===== src/rtl/bist_pkg.sv =====
// Shared types and defaults for the BIST sweep controller.
package bist_pkg;

  typedef enum logic [1:0] {
    IDLE    = 2'd0,
    APPLY   = 2'd1,
    CAPTURE = 2'd2,
    DONE    = 2'd3
  } state_t;

  localparam logic MODE_EXH  = 1'b0;
  localparam logic MODE_LFSR = 1'b1;

  localparam logic [15:0] DEF_MISR_POLY = 16'h1021;
  localparam logic [6:0]  DEF_PAT_POLY  = 7'h60;

endpackage


===== src/rtl/bist_sweep_ctrl_if.sv =====
// Harness and netlist-side signals of the sweep controller.
// golden_sig/pass exist only when BIST_GOLDEN_CMP_EN is defined.
interface bist_sweep_ctrl_if #(
  parameter int NIN    = 7,
  parameter int NOUT   = 2,
  parameter int MISR_W = 16
);
  logic              start;
  logic              mode;
  logic              abort;
  logic [NIN-1:0]    pattern;
  logic [NOUT-1:0]   dut_resp;
  logic              busy;
  logic              done;
  logic [MISR_W-1:0] signature;
`ifdef BIST_GOLDEN_CMP_EN
  logic [MISR_W-1:0] golden_sig;
  logic              pass;

  modport master (
    output start, mode, abort, dut_resp, golden_sig,
    input  pattern, busy, done, signature, pass
  );
  modport slave (
    input  start, mode, abort, dut_resp, golden_sig,
    output pattern, busy, done, signature, pass
  );
`else
  modport master (
    output start, mode, abort, dut_resp,
    input  pattern, busy, done, signature
  );
  modport slave (
    input  start, mode, abort, dut_resp,
    output pattern, busy, done, signature
  );
`endif
endinterface


===== src/rtl/bist_misr.sv =====
// Galois-form multiple-input signature register; clr wins over en.
module bist_misr
  import bist_pkg::*;
#(
  parameter int            W    = 16,
  parameter logic [W-1:0]  POLY = W'(DEF_MISR_POLY),
  parameter int            DW   = 2
) (
  input  logic          clk,
  input  logic          rst,
  input  logic          clr,
  input  logic          en,
  input  logic [DW-1:0] din,
  output logic [W-1:0]  sig
);

  logic [W-1:0] sig_nxt;

  always_comb begin
    sig_nxt = {sig[W-2:0], 1'b0} ^ (sig[W-1] ? POLY : '0) ^ W'(din);
  end

  always_ff @(posedge clk) begin
    if (rst || clr) begin
      sig <= '0;
    end else if (en) begin
      sig <= sig_nxt;
    end
  end

endmodule


===== src/rtl/bist_sweep_ctrl.sv =====
// Pattern sweep sequencer feeding a combinational netlist and compacting its responses.
// Optional golden-signature comparator enabled by BIST_GOLDEN_CMP_EN.
//   state   | meaning
//   IDLE    | waiting for start, outputs hold
//   APPLY   | pattern driven, settle hold (SETTLE_CYC cycles)
//   CAPTURE | response folded into MISR, pattern advances
//   DONE    | sweep complete, signature stable
module bist_sweep_ctrl
  import bist_pkg::*;
#(
  parameter int                NIN        = 7,
  parameter int                NOUT       = 2,
  parameter int                MISR_W     = 16,
  parameter logic [MISR_W-1:0] MISR_POLY  = MISR_W'(DEF_MISR_POLY),
  parameter logic [NIN-1:0]    PAT_POLY   = NIN'(DEF_PAT_POLY),
  parameter int                SETTLE_CYC = 0
) (
  input  logic               clk,
  input  logic               rst,
  bist_sweep_ctrl_if.slave   bif
);

  localparam logic [NIN:0] LAST_EXH   = {1'b0, {NIN{1'b1}}};
  localparam logic [NIN:0] LAST_LFSR  = LAST_EXH - (NIN+1)'(1);
  localparam logic [3:0]   HOLD_LOAD  = (SETTLE_CYC == 0) ? 4'd0 : 4'(SETTLE_CYC - 1);
  localparam bit           HAS_SETTLE = (SETTLE_CYC != 0);

  state_t            state_q, state_d;
  logic              mode_q;
  logic [NIN-1:0]    pat_q, pat_nxt;
  logic [NIN:0]      pat_cnt_q, last_idx;
  logic [3:0]        hold_q;
  logic              start_ok, abort_ok, cap_en, last_pat;
  logic [MISR_W-1:0] sig;

  always_comb begin
    start_ok = bif.start && (state_q == IDLE || state_q == DONE);
    abort_ok = bif.abort && (state_q == APPLY || state_q == CAPTURE);
    cap_en   = (state_q == CAPTURE) && !bif.abort;
    last_idx = (mode_q == MODE_EXH) ? LAST_EXH : LAST_LFSR;
    last_pat = (pat_cnt_q == last_idx);
    pat_nxt  = (mode_q == MODE_LFSR) ? ((pat_q >> 1) ^ (pat_q[0] ? PAT_POLY : '0))
                                     : pat_q + 1'b1;
    state_d  = state_q;
    case (state_q)
      IDLE, DONE: begin
        if (bif.start) state_d = HAS_SETTLE ? APPLY : CAPTURE;
      end
      APPLY: begin
        if (bif.abort)        state_d = IDLE;
        else if (hold_q == 0) state_d = CAPTURE;
      end
      CAPTURE: begin
        if (bif.abort)   state_d = IDLE;
        else if (last_pat) state_d = DONE;
        else             state_d = HAS_SETTLE ? APPLY : CAPTURE;
      end
      default: state_d = IDLE;
    endcase
  end

  always_ff @(posedge clk) begin
    if (rst) begin
      state_q <= IDLE;
    end else begin
      state_q <= state_d;
    end
  end

  // Settle hold is a down-counter reloaded whenever a new pattern goes out.
  always_ff @(posedge clk) begin
    if (rst) begin
      mode_q    <= MODE_EXH;
      pat_q     <= '0;
      pat_cnt_q <= '0;
      hold_q    <= '0;
    end else if (start_ok) begin
      mode_q    <= bif.mode;
      pat_q     <= (bif.mode == MODE_LFSR) ? NIN'(1) : '0;
      pat_cnt_q <= '0;
      hold_q    <= HOLD_LOAD;
    end else if (cap_en) begin
      pat_q     <= pat_nxt;
      pat_cnt_q <= last_pat ? '0 : pat_cnt_q + 1'b1;
      hold_q    <= HOLD_LOAD;
    end else if (state_q == APPLY && hold_q != 0) begin
      hold_q    <= hold_q - 1'b1;
    end
  end

  bist_misr #(
    .W    (MISR_W),
    .POLY (MISR_POLY),
    .DW   (NOUT)
  ) u_misr (
    .clk (clk),
    .rst (rst),
    .clr (start_ok),
    .en  (cap_en),
    .din (bif.dut_resp),
    .sig (sig)
  );

  assign bif.pattern   = pat_q;
  assign bif.busy      = (state_q == APPLY) || (state_q == CAPTURE);
  assign bif.done      = (state_q == DONE);
  assign bif.signature = sig;

`ifdef BIST_GOLDEN_CMP_EN
  // Compare the value the MISR is about to take so pass lands with DONE.
  logic              pass_q;
  logic [MISR_W-1:0] sig_fin;

  always_comb begin
    sig_fin = {sig[MISR_W-2:0], 1'b0} ^ (sig[MISR_W-1] ? MISR_POLY : '0) ^ MISR_W'(bif.dut_resp);
  end

  always_ff @(posedge clk) begin
    if (rst) begin
      pass_q <= 1'b0;
    end else if (start_ok || abort_ok) begin
      pass_q <= 1'b0;
    end else if (cap_en && last_pat) begin
      pass_q <= (sig_fin == bif.golden_sig);
    end
  end

  assign bif.pass = pass_q;
`endif

endmodule


===== src/flat_wrapper.sv =====
// flat-port wrapper written by rule: the top's interface ports become plain ports
module bist_sweep_ctrl_flat import bist_pkg::*;
#(
  parameter int                NIN        = 7,
  parameter int                NOUT       = 2,
  parameter int                MISR_W     = 16,
  parameter logic [MISR_W-1:0] MISR_POLY  = MISR_W'(DEF_MISR_POLY),
  parameter logic [NIN-1:0]    PAT_POLY   = NIN'(DEF_PAT_POLY),
  parameter int                SETTLE_CYC = 0
)
  (clk, rst, bif_start, bif_mode, bif_abort, bif_dut_resp, bif_pattern, bif_busy, bif_done, bif_signature);
  bist_sweep_ctrl_if #(.NIN(NIN), .NOUT(NOUT), .MISR_W(MISR_W)) bif_i ();
  input  logic clk;
  input  logic rst;
  input wire logic [$bits(bif_i.start)-1:0] bif_start;
  input wire logic [$bits(bif_i.mode)-1:0] bif_mode;
  input wire logic [$bits(bif_i.abort)-1:0] bif_abort;
  input wire logic [$bits(bif_i.dut_resp)-1:0] bif_dut_resp;
  output wire logic [$bits(bif_i.pattern)-1:0] bif_pattern;
  output wire logic [$bits(bif_i.busy)-1:0] bif_busy;
  output wire logic [$bits(bif_i.done)-1:0] bif_done;
  output wire logic [$bits(bif_i.signature)-1:0] bif_signature;
  assign bif_i.start = bif_start;
  assign bif_i.mode = bif_mode;
  assign bif_i.abort = bif_abort;
  assign bif_i.dut_resp = bif_dut_resp;
  assign bif_pattern = bif_i.pattern;
  assign bif_busy = bif_i.busy;
  assign bif_done = bif_i.done;
  assign bif_signature = bif_i.signature;
  bist_sweep_ctrl #(.NIN(NIN), .NOUT(NOUT), .MISR_W(MISR_W), .MISR_POLY(MISR_POLY), .PAT_POLY(PAT_POLY), .SETTLE_CYC(SETTLE_CYC)) u_core (.clk(clk), .rst(rst), .bif(bif_i));
endmodule

===== config.mk =====
export PLATFORM = sky130hd
export DESIGN_NAME = bist_sweep_ctrl_flat
export DESIGN_NICKNAME = d
export VERILOG_FILES = /design/src/rtl/bist_pkg.sv /design/src/rtl/bist_sweep_ctrl_if.sv /design/src/rtl/bist_misr.sv /design/src/rtl/bist_sweep_ctrl.sv /design/src/flat_wrapper.sv
export SDC_FILE = /design/constraint.sdc
export NUM_CORES = 1
export LEC_CHECK = 0
export BUFFER_PORTS_ARGS = -buffer_cell sky130_fd_sc_hd__buf_4
export CORE_ASPECT_RATIO = 1.5
export CORE_MARGIN = 4
export CORE_UTILIZATION = 45
export CTS_CLUSTER_DIAMETER = 120
export DETAILED_ROUTE_END_ITERATION = 8
export PLACE_DENSITY = 0.64
export SLEW_MARGIN = 40
export SYNTH_ARGS = -nofsm -noshare
export SYNTH_HDL_FRONTEND = slang
export SYNTH_HIERARCHICAL = 1
export SYNTH_SLANG_ARGS = --single-unit

===== constraint.sdc =====
create_clock -name clk -period 2.16 [get_ports clk]
set_input_delay 0.324 -clock clk [delete_from_list [all_inputs] [get_ports clk]]
set_output_delay 0.324 -clock clk [all_outputs]
set_load 0.005 [all_outputs]

* After elaboration in Yosys (flattened, before gate mapping)
Cells that the tools add are included.
** Word-level totals
- Register bits after elaboration :: 38
- Bits in latches :: 0
- RAM bits :: 0
- Memory bits (read-only) :: 0
- Input port bits :: 7
- Output and inout bits :: 25
- Word-level logic and storage cells :: 47
- Memories kept :: 0
** Operators by class
- Add/sub/neg operators :: 3
- Multiply operators :: 0
- Divide/modulo/power cells :: 0
- $lt $le $gt $ge :: 0
- Equality and inequality tests :: 6
- Shift operators :: 0
- Multiplexer cells :: 14
- Bitwise operators :: 3
- Reduce and logical (&&, ||, !) cells :: 15
** Operators with widths (number)
- 7-bit 2-to-1 mux :: 4
- 16-bit bitwise XOR :: 1
- 16-bit by 2-bit bitwise XOR with 16-bit output :: 1
- 13-bit 2-to-1 mux :: 1
- 8-bit by 1-bit adder with 8-bit output (second input constant) :: 1
- 8-bit == test :: 1
- 2-bit 2-to-1 mux :: 4
- 8-bit 2-to-1 mux :: 1
- 7-bit by 1-bit adder with 7-bit output (second input constant) :: 1
- 6-bit by 7-bit bitwise XOR with 7-bit output :: 1
- 2-bit case mux with 3 select lines :: 1
- 2-bit == test (second input constant) :: 2
- 4-bit logical NOT :: 1
- 4-bit nonzero test :: 1
- 2-bit OR reduction :: 2
- 4-bit by 1-bit subtractor with 4-bit output (second input constant) :: 1
- 1-bit logical AND :: 3
- 1-bit logical OR :: 3
- 1-bit 2-to-1 mux :: 3
- 3-bit by 2-bit inequality test with 1-bit output (second input constant) :: 1
- 3-bit OR reduction :: 1
- 2-bit by 1-bit == test with 1-bit output (second input constant) :: 1
- 2-bit logical NOT :: 1
- 2-bit inequality test (second input constant) :: 1
- 3 further kinds :: 3

* Longest topological paths before layout
- Depth in word-level cells :: 5
- Depth in mapped cells :: 9
- Depth with buffers taken out :: 6

* By module
The synthesis kept the hierarchy.
** Modules (own cells, without submodules)
- bist_sweep_ctrl :: instances 1, cells an instance 146, area an instance 1255.0 um^2, sequential area each 440.4 um^2
- bist_misr :: instances 1, cells an instance 69, area an instance 703.2 um^2, sequential area each 320.3 um^2

* Worst setup path after synthesis
No wires, ideal clock.
- Kind :: register to register
- Start point :: reg u_core.state_q[0]
- End point :: reg u_core.u_misr.sig[3]
- Setup time :: 0.114 ns
- Data arrival time :: 1.456 ns
- Data required time :: 2.046 ns
- Path slack :: 0.589 ns
- Stages on the path, launching flop included :: 10
- Buffers on the path :: 3
- Period minus slack after synthesis :: 1.571 ns
- Cell sequence :: dfxtp_1 inv_1 ha_1 nand2b_1 buf_6 inv_2 buf_6 buf_2 mux2i_1 nor2_1
** Between the ends
- Elaborated cells on any way between the ends :: 7
- Those cells by class :: 2 x eq/ne; 5 x reduce/logical
** RTL lines
- start, declared :: line bist_sweep_ctrl.sv:28 : state_t state_q, state_d;
- start signal, assigned :: line bist_sweep_ctrl.sv:66 : state_q <= state_d;
- 2-bit == test
- 1-bit logical AND :: line bist_sweep_ctrl.sv:39 : cap_en = (state_q == CAPTURE) && !bif.abort;
- named net u_core.cap_en :: line bist_sweep_ctrl.sv:33 : logic start_ok, abort_ok, cap_en, last_pat;
- end signal, assigned :: line bist_misr.sv:27 : sig <= sig_nxt;
- end, declared :: line bist_misr.sv:14 : output logic [W-1:0] sig
The timed path passes the listed nets, and every way through them passes these cells.
A chain may end at the register's enable or synchronous reset.

* Worst setup path in the final report
- Start point :: reg u_core.state_q[0]
- End point :: reg u_core.u_misr.sig[0]
** Between the ends
- Cells in the longest elaborated chain, start to end :: 4
- Elaborated cells on any way between the ends :: 7
- Those cells by class :: 2 x eq/ne; 5 x reduce/logical
** RTL lines
- 2-bit == test or 2-bit logical NOT (tied branches) :: line bist_sweep_ctrl.sv:37 : start_ok = bif.start && (state_q == IDLE || state_q == DONE);
- 1-bit logical OR (*) :: line bist_sweep_ctrl.sv:37
- 1-bit logical AND (*) :: line bist_sweep_ctrl.sv:37
- named net u_core.start_ok :: line bist_sweep_ctrl.sv:33
- 1-bit logical OR (*) :: line bist_misr.sv:24 : if (rst || clr) begin
Mark *: on every way through the listed nets, which the timed path passes. The rest lies on a longest branch.

==> run_results.csv <==
group,metric,value,unit
drt,drt_iter0_drc,57,
global_routing,grtUsageTotal,15.0,%
clock_network,cts_max_level,2,
setup_path,r2r-end,"u_core/u_misr/sig[0]",
place,place_hpwl,2790,µm
timing,fin_ws,0.396,ns
outcome,outcome,"finished clean",
clock_network,cts_tree,"done",
clock_network,cts_buffers,5,
global_routing,antenna_found_initial,0,
die,num_rows,29,
timing,maxSlewViolCount,0,
synthesis,syn_area_per_cell,9.11,µm²
die,die_w,61.9,µm
power_and_ir_drop,ir_worst_vdd,438,µV
global_routing,grt_first_pass_wirelength,6230,µm
place,gp_congestion,0.783,
finish,diodes,0,
drt,drc_errors,0,
timing,fmax,0.567,GHz
finish,final_nets,250,
clock_network,clk_pin_slew,0.08,ns
power_and_ir_drop,finalPower,1.49,mW
finish,final_common_cell,"dfxtp_1",
job,cap_violations,0,
clock_network,cts_resized,0,
synthesis,ys_ff_latch,38,
worst_hold_path,min_path_type,"in2reg",
clock_network,clk_latency,0.29,ns
drt,ant_nets,0,
timing,worst_pin_slew,0.567,ns
timing,timing_hold_violations_final,0,
synthesis,yosysSeqAreaShare,38.8,%
setup_path,worstRegToRegCells,6,
setup_path,cp_max_fo,16,
synthesis,synth_flop_cell,"dfxtp_1",
setup_path,start_kind,"flop",
die,die_height,88.8,µm
synthesis,async_flop_share,0,%
place,place_inst,276,
synthesis,synth-edff-count,0,
setup_path,crit_arrival,1.97,ns
setup_path,path_class,"reg2reg",
setup_path,end_kind,"flop",
place,pre_cts_ws,0.392,ns
clock_network,cts_setup_buffers,0,
drt,via_per_inst,5.51,
setup_path,worstSetupStartpoint,"u_core/state_q[0]",
synthesis,synth.largest_area_cell,"dfxtp_1",
synthesis,synth_area_leaders,"dfxtp_1 (39%), mux2i_1 (7.7%), buf_4 (4.6%)",
timing,holdWs,0.252,ns
setup_path,endpoint,"u_core/u_misr/sig[0]",
die,io_pins,32,
synthesis,netlist_area,1960,µm²
timing,slew_headroom,61.8,%
drt,dr_total_vias,1564,
global_routing,grt_max_degree,23,
synthesis,yosysWarnings,6,
power_and_ir_drop,power_density,663,nW/µm²
drt,drtPass1Iterations,4,
die,core_area,4210,µm²
timing,finalSetupTns,0,ns
power_and_ir_drop,p_leak,0.807,nW
timing,finalCritPeriodShare,81.7,%
setup_path,cp.required,2.37,ns
finish,layout.cells.non_filler,284,
setup_path,r2r_start,"u_core/state_q[0]",
timing,post-route-min-period,1.76,ns
global_routing,overflow,0,
clock_network,cts_hold_buffers,0,
die,start_util,46.5,%
drt,finalWirelength,3810,µm
clock_network,root_buffer,"clkbuf_8",
global_routing,first_global_vias,1414,
die,die_area,5490,µm²
synthesis,synth_top_area_share,38.8,%
synthesis,syn_inst,215,
drt,wl_per_cell,13.4,µm
finish,postLayoutCoreUtil,53.4,%
finish,final_cell_area,2250,µm²
worst_hold_path,min-delay-start,"rst",
timing,fin_worst_skew,0.00505,ns
finish,layout-drive-gt1-share,20.6,%
place,placed_cell_area,2130,µm²
clock_network,clockBufferDepth,2,
synthesis,synth_fp_nets,228,
setup_path,rrSetupSlack,0.40,ns
place,io_buffers,31,
clock_network,cts_sinks,38,
timing,rsz0062_at_grt,"no",
timing,setup_viol,0,
finish,mostFrequentLayoutCells,"dfxtp_1 (38), buf_4 (34), nor2_1 (24)",
finish,syn_to_final_growth,14.7,%
synthesis,ys_types,47,
cells in the mapped netlist, types with 6 or more instances:
cell,count
dfxtp_1,38
nor2_1,24
mux2i_1,15
nand2_1,14
a21oi_1,12
buf_4,12
inv_1,10
xnor2_1,7
ha_1,6
nand3_1,6
o21ai_0,6
final cells by class:
cell class              instances  area, µm²
fillers                       415       1960
flip-flops and latches         38        761
well taps                      46       57.6
clock inverters                 3       45.0
multi-input cells             146        997
inverters                      11       41.3
repair buffers                 35        275
clock buffers                   5       68.8
report_power, final:
group          internal (mW)  leakage (nW)  total, mW  switching (mW)
Clock                  0.343        0.0504      0.602           0.259
Combinational         0.0715         0.449      0.159          0.0875
Sequential             0.713         0.307      0.727          0.0147
Total                   1.13         0.807       1.49           0.361
worst min path at each step:
| stage | endpoint | cells past startpoint |
|---|---|---|
| floorplan | u_core/mode_q | 1 |
| CTS | u_core/mode_q | 2 |
| finish | u_core/bif.pattern[0] | 2 |
| global route | u_core/mode_q | 2 |
| detailed placement | u_core/pat_cnt_q[7] | 2 |
| global placement | u_core/pat_cnt_q[7] | 2 |
state kept, by name (all words and copies together), names as in the netlist:
| register | count |
|---|---|
| u_core/pat_cnt_q | 8 |
| u_core/u_misr/sig | 16 |
| u_core/state_q | 2 |
| u_core/mode_q | 1 |
| u_core/bif.pattern | 7 |
| u_core/hold_q | 4 |
metal layers:
metal / track usage (%) / vias to the layer above / wire length [µm]
met2: 26.5 / 27 / 1930
met1: 16.8 / 726 / 1650
met3: 3.94 / 5 / 162
li1: - / 806 / -
met4: 5.21 / 0 / 61
met5: 0 / - / 0
logic make-up after synthesis:
kind of cell	count (synthesis)	synth area share (%)
AND/OR/NAND/NOR	71	19.0
AO/OA/AOI/OAI	44	15.8
flip-flops	38	38.8
buffers and inverters	31	10.2
multiplexers	16	8.24
XOR/XNOR	9	4.03
adder cells (fa/ha/maj)	6	3.83
worst max-delay path, stage by stage, from the launching register on:
cell      delay (ns)
dfxtp_1         0.36
inv_1           0.07
ha_1            0.35
nand2_1         0.17
inv_1           0.05
or2_1           0.43
a211oi_1        0.25
Power figures use the tool's default switching activity.
